File: config.mk
export PLATFORM = sky130hd
export DESIGN_NAME = tdm_mux_8x1
export DESIGN_NICKNAME = d
export VERILOG_FILES = /design/src/rtl/tdm_mux_8x1.sv
export SDC_FILE = /design/constraint.sdc
export NUM_CORES = 1
export LEC_CHECK = 0
export CELL_PAD_IN_SITES_DETAIL_PLACEMENT = 0
export CELL_PAD_IN_SITES_GLOBAL_PLACEMENT = 1
export CORE_MARGIN = 2
export CORE_UTILIZATION = 36
export DETAILED_ROUTE_END_ITERATION = 7
export PLACE_DENSITY = 0.74
export SYNTH_ARGS = -nofsm -noshare
export SYNTH_HDL_FRONTEND = slang
export SYNTH_SLANG_ARGS = --single-unit
File: constraint.sdc
create_clock -name clk -period 1.95 [get_ports clk]
set_input_delay 0.39 -clock clk [delete_from_list [all_inputs] [get_ports clk]]
set_output_delay 0.39 -clock clk [all_outputs]
set_load 0.05 [all_outputs]
File: src/rtl/tdm_mux_8x1.sv
// Time-division 8:1 multiplexer: snapshots eight channel bits and serialises
// them slot 0..7 onto `out`, publishing the slot index on `sel` for a demux_1x8.
module tdm_mux_8x1 #(
  parameter int DWELL = 1  // cycles per slot, 1..255
) (
  input  logic       clk,
  input  logic       rst,
  input  logic       start,
  input  logic       cont,
  input  logic       en,
  input  logic       i0,
  input  logic       i1,
  input  logic       i2,
  input  logic       i3,
  input  logic       i4,
  input  logic       i5,
  input  logic       i6,
  input  logic       i7,
  output logic       out,
  output logic [2:0] sel,
  output logic       frame_start,
  output logic       frame_done,
  output logic       busy
);

  typedef enum logic {IDLE, SCAN} state_t;

  localparam logic [7:0] LAST_CNT = 8'(DWELL - 1);

  state_t     state, state_nxt;
  logic [7:0] snap, snap_nxt;
  logic [7:0] dwell_cnt, cnt_nxt;
  logic [2:0] sel_nxt;
  logic       fs_nxt, fd_nxt;
  logic [7:0] chans;

  assign chans = {i7, i6, i5, i4, i3, i2, i1, i0};

  always_ff @(posedge clk or posedge rst) begin
    if (rst) begin
      state       <= IDLE;
      snap        <= 8'h00;
      dwell_cnt   <= 8'h00;
      sel         <= 3'd0;
      frame_start <= 1'b0;
      frame_done  <= 1'b0;
    end else begin
      state       <= state_nxt;
      snap        <= snap_nxt;
      dwell_cnt   <= cnt_nxt;
      sel         <= sel_nxt;
      frame_start <= fs_nxt;
      frame_done  <= fd_nxt;
    end
  end

  // With en=0 every register keeps its value except frame_done, which drops.
  always_comb begin
    state_nxt = state;
    snap_nxt  = snap;
    cnt_nxt   = dwell_cnt;
    sel_nxt   = sel;
    fs_nxt    = frame_start;
    fd_nxt    = 1'b0;
    case (state)
      IDLE: begin
        sel_nxt = 3'd0;
        cnt_nxt = 8'h00;
        fs_nxt  = 1'b0;
        if (start) begin
          snap_nxt  = chans;
          state_nxt = SCAN;
          fs_nxt    = 1'b1;
        end
      end
      SCAN: begin
        if (en) begin
          if (dwell_cnt != LAST_CNT) begin
            cnt_nxt = dwell_cnt + 8'd1;
            fs_nxt  = 1'b0;
          end else begin
            cnt_nxt = 8'h00;
            if (sel != 3'd7) begin
              sel_nxt = sel + 3'd1;
              fs_nxt  = 1'b0;
            end else begin
              // Frame end: continuous mode re-snapshots with no gap cycle.
              fd_nxt  = 1'b1;
              sel_nxt = 3'd0;
              if (cont) begin
                snap_nxt = chans;
                fs_nxt   = 1'b1;
              end else begin
                state_nxt = IDLE;
                fs_nxt    = 1'b0;
              end
            end
          end
        end
      end
      default: state_nxt = IDLE;
    endcase
  end

  assign busy = (state == SCAN);
  assign out  = busy & snap[sel];

endmodule

# ---- Word level (Yosys, flattened, before mapping)
# Index checks and enable logic that the tools add are counted.
dict set report word_totals {
  out_inout_bits 7
  inputBits 13
  wordCells 49
  register_bits 22
}
dict set report op_classes {
  n_bitwise 2
  mux 29
  reduce_logical 3
  n_eq_ne 6
  magnitude_cmp 1
  addsub 2
}
# op n
set ops {}
lappend ops {{2-to-1 mux 8 bit} 7}
lappend ops {{case mux 8 bit (2 select lines)} 2}
lappend ops {{2-to-1 mux 1 bit} 13}
lappend ops {{!= test 2 bit, second input constant} 5}
lappend ops {{2-to-1 mux 3 bit} 3}
lappend ops {{adder 8 x 1 -> 8 bit, second input constant} 1}
lappend ops {{nonzero test 8 bit} 1}
lappend ops {{case mux 3 bit (2 select lines)} 1}
lappend ops {{AND reduction 5 bit} 1}
lappend ops {{less-than comparator 3 x 4 -> 1 bit, second input constant} 1}
lappend ops {{case mux 1 bit (2 select lines)} 2}
lappend ops {{adder 3 x 1 -> 3 bit, second input constant} 1}
lappend ops {{binary-select mux 1 bit (select 3 bit)} 1}
lappend ops {{!= test 3 bit, second input constant} 1}
lappend ops {{AND reduction 2 bit} 1}
lappend ops {{AND 1 bit} 1}
lappend ops {{NOT 1 bit} 1}

# ---- Depth between registers and ports, before layout
# Gate-level depths: netlist of the first run.
dict set report depth {
  depth_word 5
  depth_mapped 5
}

# ---- Worst setup path before layout of the first run
# Ideal clock, no wire load.
dict set report synth_path {
  kind {reg-to-reg}
  from {register sel[0]}
  to {register snap[0]}
  slack_ps -208
  stages_incl_launch_ff 6
  required_ps 1825
  path_buffers 0
  t_arrival_ps 2033
  path_cell_list {dfrtp_1 > ha_1 > ha_1 > and3_1 > a32oi_2 > mux2_2}
}
dict set report synth_between {
  elab_chain_cells 3
}
# item line
set synth_lines {}
lappend synth_lines {{from (decl)} 20} ;# output logic [2:0] sel,
lappend synth_lines {{from (signal assigned)} 51} ;# sel <= sel_nxt;
lappend synth_lines {{!= test 3 bit} 83} ;# if (sel != 3'd7) begin
lappend synth_lines {{!= test 2 bit (no source line)} -}
lappend synth_lines {{AND reduction 5 bit (no source line)} -}
lappend synth_lines {{to (signal assigned)} 49} ;# snap <= snap_nxt;
lappend synth_lines {{to (decl)} 31} ;# logic [7:0] snap, snap_nxt;
# Every way passes these cells.
# A chain may end at the register's enable or synchronous reset.

# ---- Worst setup path after layout of the first run
dict set report layout_path {
  from {register sel[0]}
  to {output port out}
}
dict set report layout_between {
  elab_chain_cells 3
}
# item line
set layout_lines {}
lappend layout_lines {{binary-select mux 1 bit (select 3 bit)} 106} ;# assign out = busy & snap[sel];
lappend layout_lines {{2-to-1 mux 1 bit (implied by the code)} 106}
lappend layout_lines {{AND 1 bit} 106}
lappend layout_lines {{to (decl)} 19} ;# output logic out,
# Every way passes these cells. The select of a mux whose other input is x is not followed.

==> run_results.csv, run 1 <==
group,metric,value,unit
placement,detailedPlace.worstSlack,-0.0903,ns
placement,placement.cell_area,1450,sq um
sta,setup_viol_count_final,1,
synthesis,synth-compound-area-share,9.82,%
finish,finalInstanceArea,1520,sq um
min_path,min-delay-path-class,"primary input to asynchronous set/reset pin",
run,drv_cap,0,
cts,cts-root-buf,"sky130_fd_sc_hd__clkbuf_4",
cts,cts.clk_slew.worst_paths,0.13,ns
floorplan,initial_core_util,37.3,%
pwr,cellInternalPower,1.11,mW
critical_path,cp_data_arrival_time,1.62,ns
synthesis,postSynthNetCount,116,
pwr,vdd_drop_max,640,uV
finish,layout_common_cells,"sky130_fd_sc_hd__dfrtp_1 (20), sky130_fd_sc_hd__buf_4 (19), sky130_fd_sc_hd__clkdlybuf4s50_1 (14), sky130_fd_sc_hd__mux2_2 (8)",
synthesis,synthMuxAreaShare,14.7,%
synthesis,synthSimpleGateAreaFrac,16.4,%
status,failed_checks,"setup timing",
placement,gp_routability_congestion,0.739,
synthesis,synth_async_sr_flop_share,100,%
critical_path,timing_worst_setup_path_type,"flip-flop to primary output",
synthesis,yosysWarnings,0,
cts,cts-htree-levels,1,
finish,final.fill_count,290,
sta,final_critical_path_setup_slack,-0.0590,ns
critical_path,critical_path.cell_chain,"mux4_2 > mux2i_1 > nor2_2 > buf_6",
floorplan,die_ht,59.8,um
cts,cts_tree,"yes",
route,detailroute.via_count,896,
sta,count_of_final_max_slew_check_failures,0,
critical_path,crit_fanout,3,
placement,buffer_ports.inserted,19,
critical_path,timing.critical_path.from_type,"flip-flop",
cts,cts_hold_buffers,0,
sta,fmax,0.498,GHz
finish,post-route-util,50.6,%
floorplan,row_count,20,
cts,clock_tree.buffer_depth,2,
critical_path,critPathBufInv,1,
placement,place_hpwl,1730,um
synthesis,ys_ff_latch,22,
floorplan,io-pin-count,20,
synthesis,synth_seq_area_share,49.1,%
floorplan,core,3000,sq um
pwr,clockPowerShare,19.9,%
sta,timing.final.crit_share,103,%
finish,design.final.nets,154,
cts,insertion_delay,0.31,ns
grt,via_count_of_the_first_global_routing_pass,898,
finish,synth_to_final_area_change,35.6,%
floorplan,die_area,3580,sq um
critical_path,critical_path_required,1.56,ns
route,final_antenna_net_count,0,
finish,final_layout_size_suffix_gt1_share,30.4,%
floorplan,die-width,59.8,um
synthesis,synth-edff-count,0,
grt,grt_start_max_net_pins,23,
route,totalWireLength,2270,um
grt,number_of_antenna_violations_at_the_first_check_in_global_routing,0,
grt,groute.usage.overall,15.0,%
sta,final.min_clock_period,2.01,ns
route,via_per_inst,5.33,
status,outcome,"complete, but fails checks",
route,drtIter0Drc,23,
placement,numPlacedInstances,162,
critical_path,endpoint_kind_of_the_worst_setup_timing_path,"primary output",
synthesis,synth_fa_ha_area_share,5.58,%
finish,fin_cells,168,
grt,grt.overflow.total,0,
synthesis,avgSynthCellArea,11.4,sq um
critical_path,cp_top_family,"multiplexers",
pwr,p_leak,0.698,nW
sta,worst_clock_skew,0.000959,ns
pwr,comb_power_share,42.4,%
synthesis,netlist_instances,98,
sta,rsz0062_at_grt,"true",
pwr,net-switching-power,686,uW
route,pre_antenna_drt_iters,4,
finish,antenna_cells,0,
route,post_route_drc,0,
pwr,sw_frac_of_total,38.1,%
grt,wire_length_of_the_first_global_routing_pass,4050,um
cts,clock_sinks,22,
pwr,p_per_area,1180,nW/um^2
sta,maxSlewHeadroom,67.1,%
sta,holdWs,0.394,ns
synthesis,synthesis.area,1120,sq um
synthesis,ys_dominant_reg_cell,"sky130_fd_sc_hd__dfrtp_1",
pwr,flop_pwr_share,37.7,%
synthesis,synth_top_family_by_area,"simple AND/OR/NAND/NOR gates",
route,avgRoutedWirePerCell,13.5,um
synthesis,post_synth_xor_area_fraction,1.56,%
critical_path,crit_path_max_incr_delay,0.50,ns
sta,timing.final.hold_violations,0,
critical_path,crit_slowest_cell,"sky130_fd_sc_hd__mux4_2",
sta,worst_slew_pin_slew,0.492,ns
synthesis,synth.lib_cells_used.distinct,27,
cts,cts-buffers-inserted,3,
finish,final_common_cell,"sky130_fd_sc_hd__dfrtp_1",
## layout make-up
class / instances / area [sq um] / share of cell area, %
clock buffers: 3 / 22.5 / 1.48
well taps: 33 / 41.3 / 2.72
clock inverters: 1 / 30.0 / 1.98
repair buffers: 34 / 294 / 19.3
inverters: 7 / 26.3 / 1.73
multi-input cells: 68 / 553 / 36.4
flip-flops and latches: 22 / 553 / 36.4
## stage by stage
stage / setup TNS [ns] / total power [mW]
after global routing: -0.162 / 1.94
after global placement: -0.386 / 1.43
after detailed placement: -0.672 / 1.44
after CTS: -0.0746 / 1.81
final: -0.0590 / 1.80
after floorplan: 0 / 1.16
## registers in the layout, summed over array words and instances (netlist names)
| name | count |
|---|---|
| busy | 1 |
| snap | 8 |
| frame_start | 1 |
| sel | 3 |
| dwell_cnt | 8 |
| frame_done | 1 |
## metal layers
metal,vias up,part of all wire [%],GRT usage (%)
met2,20,47,22.4
li1,438,-,-
met5,-,0,0
met1,434,47,21.8
met3,4,4.0,1.95
met4,0,1.5,6.67
## power groups by stage
stage / sequential [mW] / combinational, mW / clock [mW]
floorplan: 0.767 / 0.388 / 0
global placement: 0.686 / 0.745 / 0
detailed placement: 0.688 / 0.755 / 0
CTS: 0.679 / 0.765 / 0.365
global route: 0.701 / 0.854 / 0.384
finish: 0.679 / 0.763 / 0.359
## worst reg2reg max path, cell delays in order, from the launching register on
cell and delay [ns]:
sky130_fd_sc_hd__dfrtp_2 0.46, sky130_fd_sc_hd__ha_1 0.22, sky130_fd_sc_hd__ha_1 0.19, sky130_fd_sc_hd__and3_1 0.20, sky130_fd_sc_hd__a32oi_4 0.23, sky130_fd_sc_hd__buf_4 0.18
sky130_fd_sc_hd__mux2_2 0.34
## cell families (layout without fill, tap and decap cells)
kind of cell / count (synthesis) / count (layout)
AND/OR/NAND/NOR: 31 / 31
XOR/XNOR: 2 / 2
AO/OA/AOI/OAI: 17 / 17
buffers and inverters: 8 / 45
adder cells (fa/ha/maj): 5 / 5
multiplexers: 13 / 13
flip-flops: 22 / 22
## Yosys cell counts, types with 2 or more instances
library cell | count | share of area (%)
sky130_fd_sc_hd__dfrtp_1 | 22 | 49
sky130_fd_sc_hd__mux2_2 | 8 | 8.0
sky130_fd_sc_hd__a21oi_1 | 7 | 3.1
sky130_fd_sc_hd__inv_1 | 7 | 2.3
sky130_fd_sc_hd__nand2_1 | 6 | 2.0
sky130_fd_sc_hd__nor2_1 | 6 | 2.0
sky130_fd_sc_hd__ha_1 | 5 | 5.6
sky130_fd_sc_hd__o31ai_1 | 4 | 2.7
sky130_fd_sc_hd__or4_1 | 4 | 2.7
sky130_fd_sc_hd__mux2i_1 | 3 | 2.7
sky130_fd_sc_hd__nand3_1 | 3 | 1.3
sky130_fd_sc_hd__o21ai_0 | 3 | 1.3
sky130_fd_sc_hd__and3_1 | 2 | 1.1
sky130_fd_sc_hd__mux4_2 | 2 | 4.0
sky130_fd_sc_hd__nand4_1 | 2 | 1.1
sky130_fd_sc_hd__nor4_1 | 2 | 1.1
sky130_fd_sc_hd__xnor2_1 | 2 | 1.6
## final timing paths
check	from	end	slack (ns)	cells past startpoint
worst max-delay path	sel[0]$_DFFE_PP0P_	out	-0.06	4
worst min-delay path	rst	dwell_cnt[5]$_DFFE_PP0P_	0.39	3
worst max register to register	sel[0]$_DFFE_PP0P_	snap[1]$_DFFE_PP0P_	0.03	6
worst min register to register	frame_start$_DFFE_PP0P_	frame_start$_DFFE_PP0P_	0.50	2
max in group asynchronous	rst	sel[1]$_DFFE_PP0P_	1.32	3
min in group clk	frame_start$_DFFE_PP0P_	frame_start$_DFFE_PP0P_	0.50	2
## repair_timing
action                                 in CTS  in global routing
endpoints found under the hold margin       0                  0
buffers inserted                            0                  2
gates cloned                                0                  0
setup endpoints to repair                   1                  9
resized for setup                           1                  0
pin swaps                                   0                  1
Note: power is estimated with default switching activity, not from simulation.
==> run 2, diff against run 1 <==
CORE_MARGIN = default   (was 2)
==> run 2 against run 1 <==
  * Sequential share of layout area increased by 0.18 points
  * Critical endpoint unchanged
  * Global-route usage increased by 0.42 points
  * Critical path depth increased by 1
  * Largest cell class unchanged
  * Highest routed layer is now met3
  * Design area decreased by 0.49%
  * Die area decreased by 6.6%
  * Critical path type unchanged
  * The run ends with DRC, setup timing left
==> run_results.csv, run 2 (synthesis results as in run 1) <==
group,metric,value,unit
pwr,vdd_drop_max,419,uV
grt,number_of_antenna_violations_at_the_first_check_in_global_routing,0,
grt,via_count_of_the_first_global_routing_pass,873,
sta,fmax,0.486,GHz
cts,cts.clk_slew.worst_paths,0.13,ns
sta,worst_slew_pin_slew,0.498,ns
sta,final_critical_path_setup_slack,-0.109,ns
pwr,p_per_area,1150,nW/um^2
cts,cts-htree-levels,1,
route,drtIter0Drc,38,
sta,timing.final.crit_share,106,%
placement,detailedPlace.worstSlack,-0.0919,ns
sta,worst_clock_skew,0.00738,ns
finish,layout_common_cells,"sky130_fd_sc_hd__dfrtp_1 (20), sky130_fd_sc_hd__buf_4 (19), sky130_fd_sc_hd__clkdlybuf4s50_1 (14), sky130_fd_sc_hd__mux2_2 (8)",
critical_path,crit-reg2reg-launch,"sel[1]$_DFFE_PP0P_",
placement,buffer_ports.inserted,19,
finish,antenna_cells,0,
grt,wire_length_of_the_first_global_routing_pass,4060,um
grt,grt_start_max_net_pins,23,
critical_path,r2r_slack,0.08,ns
cts,cts_tree,"yes",
route,final_antenna_net_count,0,
grt,grt.overflow.total,0,
route,via_per_inst,5.25,
floorplan,die_area,3340,sq um
route,avgRoutedWirePerCell,13.9,um
route,totalWireLength,2330,um
placement,gp_routability_congestion,0.741,
cts,clock_tree.buffer_depth,2,
critical_path,reg2reg_to,"snap[6]$_DFFE_PP0P_",
finish,final_common_cell,"sky130_fd_sc_hd__dfrtp_1",
finish,synth_to_final_area_change,34.9,%
cts,clock_sinks,22,
cts,cts-root-buf,"sky130_fd_sc_hd__clkbuf_4",
grt,groute.usage.overall,15.5,%
sta,setup_viol_count_final,1,
critical_path,endpoint_kind_of_the_worst_setup_timing_path,"primary output",
sta,count_of_final_max_slew_check_failures,0,
critical_path,timing_worst_setup_path_type,"flip-flop to primary output",
floorplan,row_count,19,
critical_path,critical_path_required,1.56,ns
floorplan,die_ht,57.8,um
finish,finalInstanceArea,1510,sq um
critical_path,cp_data_arrival_time,1.67,ns
critical_path,timing.critical_path.from_type,"flip-flop",
status,outcome,"complete, but fails checks",
sta,final.min_clock_period,2.06,ns
status,failed_checks,"DRC, setup timing",
pwr,total_power,1.74,mW
sta,rsz0062_at_grt,"true",
finish,final_layout_size_suffix_gt1_share,30.9,%
critical_path,crit_fanout,3,
pwr,p_leak,0.698,nW
cts,cts-buffers-inserted,3,
floorplan,io-pin-count,20,
finish,design.final.nets,155,
floorplan,initial_core_util,39.3,%
run,drv_cap,0,
min_path,min-delay-path-class,"primary input to asynchronous set/reset pin",
floorplan,die-width,57.8,um
sta,maxSlewHeadroom,66.7,%
route,pre_antenna_drt_iters,6,
cts,cts_hold_buffers,0,
route,post_route_drc,2,
sta,timing.final.hold_violations,0,
critical_path,r2r.worst_path.cells,5,
placement,placement.cell_area,1450,sq um
route,detailroute.via_count,876,
sta,holdWs,0.401,ns
cts,insertion_delay,0.30,ns
finish,reg.largest.list,"dwell_cnt (8), snap (8), sel (3)",
placement,place_hpwl,1740,um
floorplan,core,2850,sq um
-- run 2: cell types whose count changed in the layout (fill, tap and decap cells not counted), sizes merged --
cell    change
clkbuf      +1
bufinv      -1
buf         +1
-- run 2: power breakdown --
part | internal, mW | leakage, nW | switching, mW | total (mW)
logic | 0.380 | 0.397 | 0.431 | 0.811
clock network | 0.114 | 0.0210 | 0.143 | 0.256
registers | 0.559 | 0.280 | 0.117 | 0.675
-- run 2: worst max-delay path: stages, from the launching register on --
cell and delay, ns:
sky130_fd_sc_hd__dfrtp_2 0.40, sky130_fd_sc_hd__buf_6 0.11, sky130_fd_sc_hd__mux4_2 0.49, sky130_fd_sc_hd__mux2i_1 0.16
sky130_fd_sc_hd__nor2_2 0.05, sky130_fd_sc_hd__buf_6 0.15
-- run 2: worst max path at each step --
stage	start	end	slack, ns	depth (start not counted)
2_1_floorplan	sel[0]$_DFFE_PP0P_	snap[0]$_DFFE_PP0P_	0.02	5
3_3_place_gp	en	snap[7]$_DFFE_PP0P_	-0.05	4
5_1_grt	sel[0]$_DFFE_PP0P_	out	-0.17	5
6_report	sel[0]$_DFFE_PP0P_	out	-0.11	5
3_5_place_dp	en	snap[6]$_DFFE_PP0P_	-0.09	4
4_1_cts	sel[0]$_DFFE_PP0P_	out	-0.13	5
-- run 2: per-layer routing --
layer / wire length (um) / track usage (%) / share of wire (%)
met3: 88 / 2.01 / 3.8
met5: 0 / 0 / 0
met4: 0 / 2.04 / 0
met1: 1190 / 23.9 / 51
met2: 1050 / 23.8 / 45
-- run 2: cell type report --
class,instances,area (sq um)
Fill cell,269,1340
Sequential cell,22,553
Multi-Input combinational cell,68,553
Timing Repair Buffer,35,305
Tap cell,31,38.8
Clock buffer,4,36.3
Inverter,7,26.3
-- run 2: metrics by stage --
| stage | util [%] | TNS, ns | instances |
|---|---|---|---|
| after detailed placement | 51.0 | -0.737 | 161 |
| final | 53.0 | -0.109 | 167 |
| after global routing | 53.0 | -0.166 | 167 |
| after floorplan | - | 0 | 98 |
| after CTS | 53.0 | -0.126 | 167 |
| after global placement | 51.0 | -0.437 | 161 |
-- run 2: what timing repair did --
item                       in CTS  in global routing
setup buffers                   2                  0
setup endpoints to repair       1                  1
resized for setup               2                  0
==> run 3, diff against run 2 <==
CORE_MARGIN = 1   (was default)
==> results of run 3 <==
No change in the layout: final DEF, timing and power equal those of run 2.
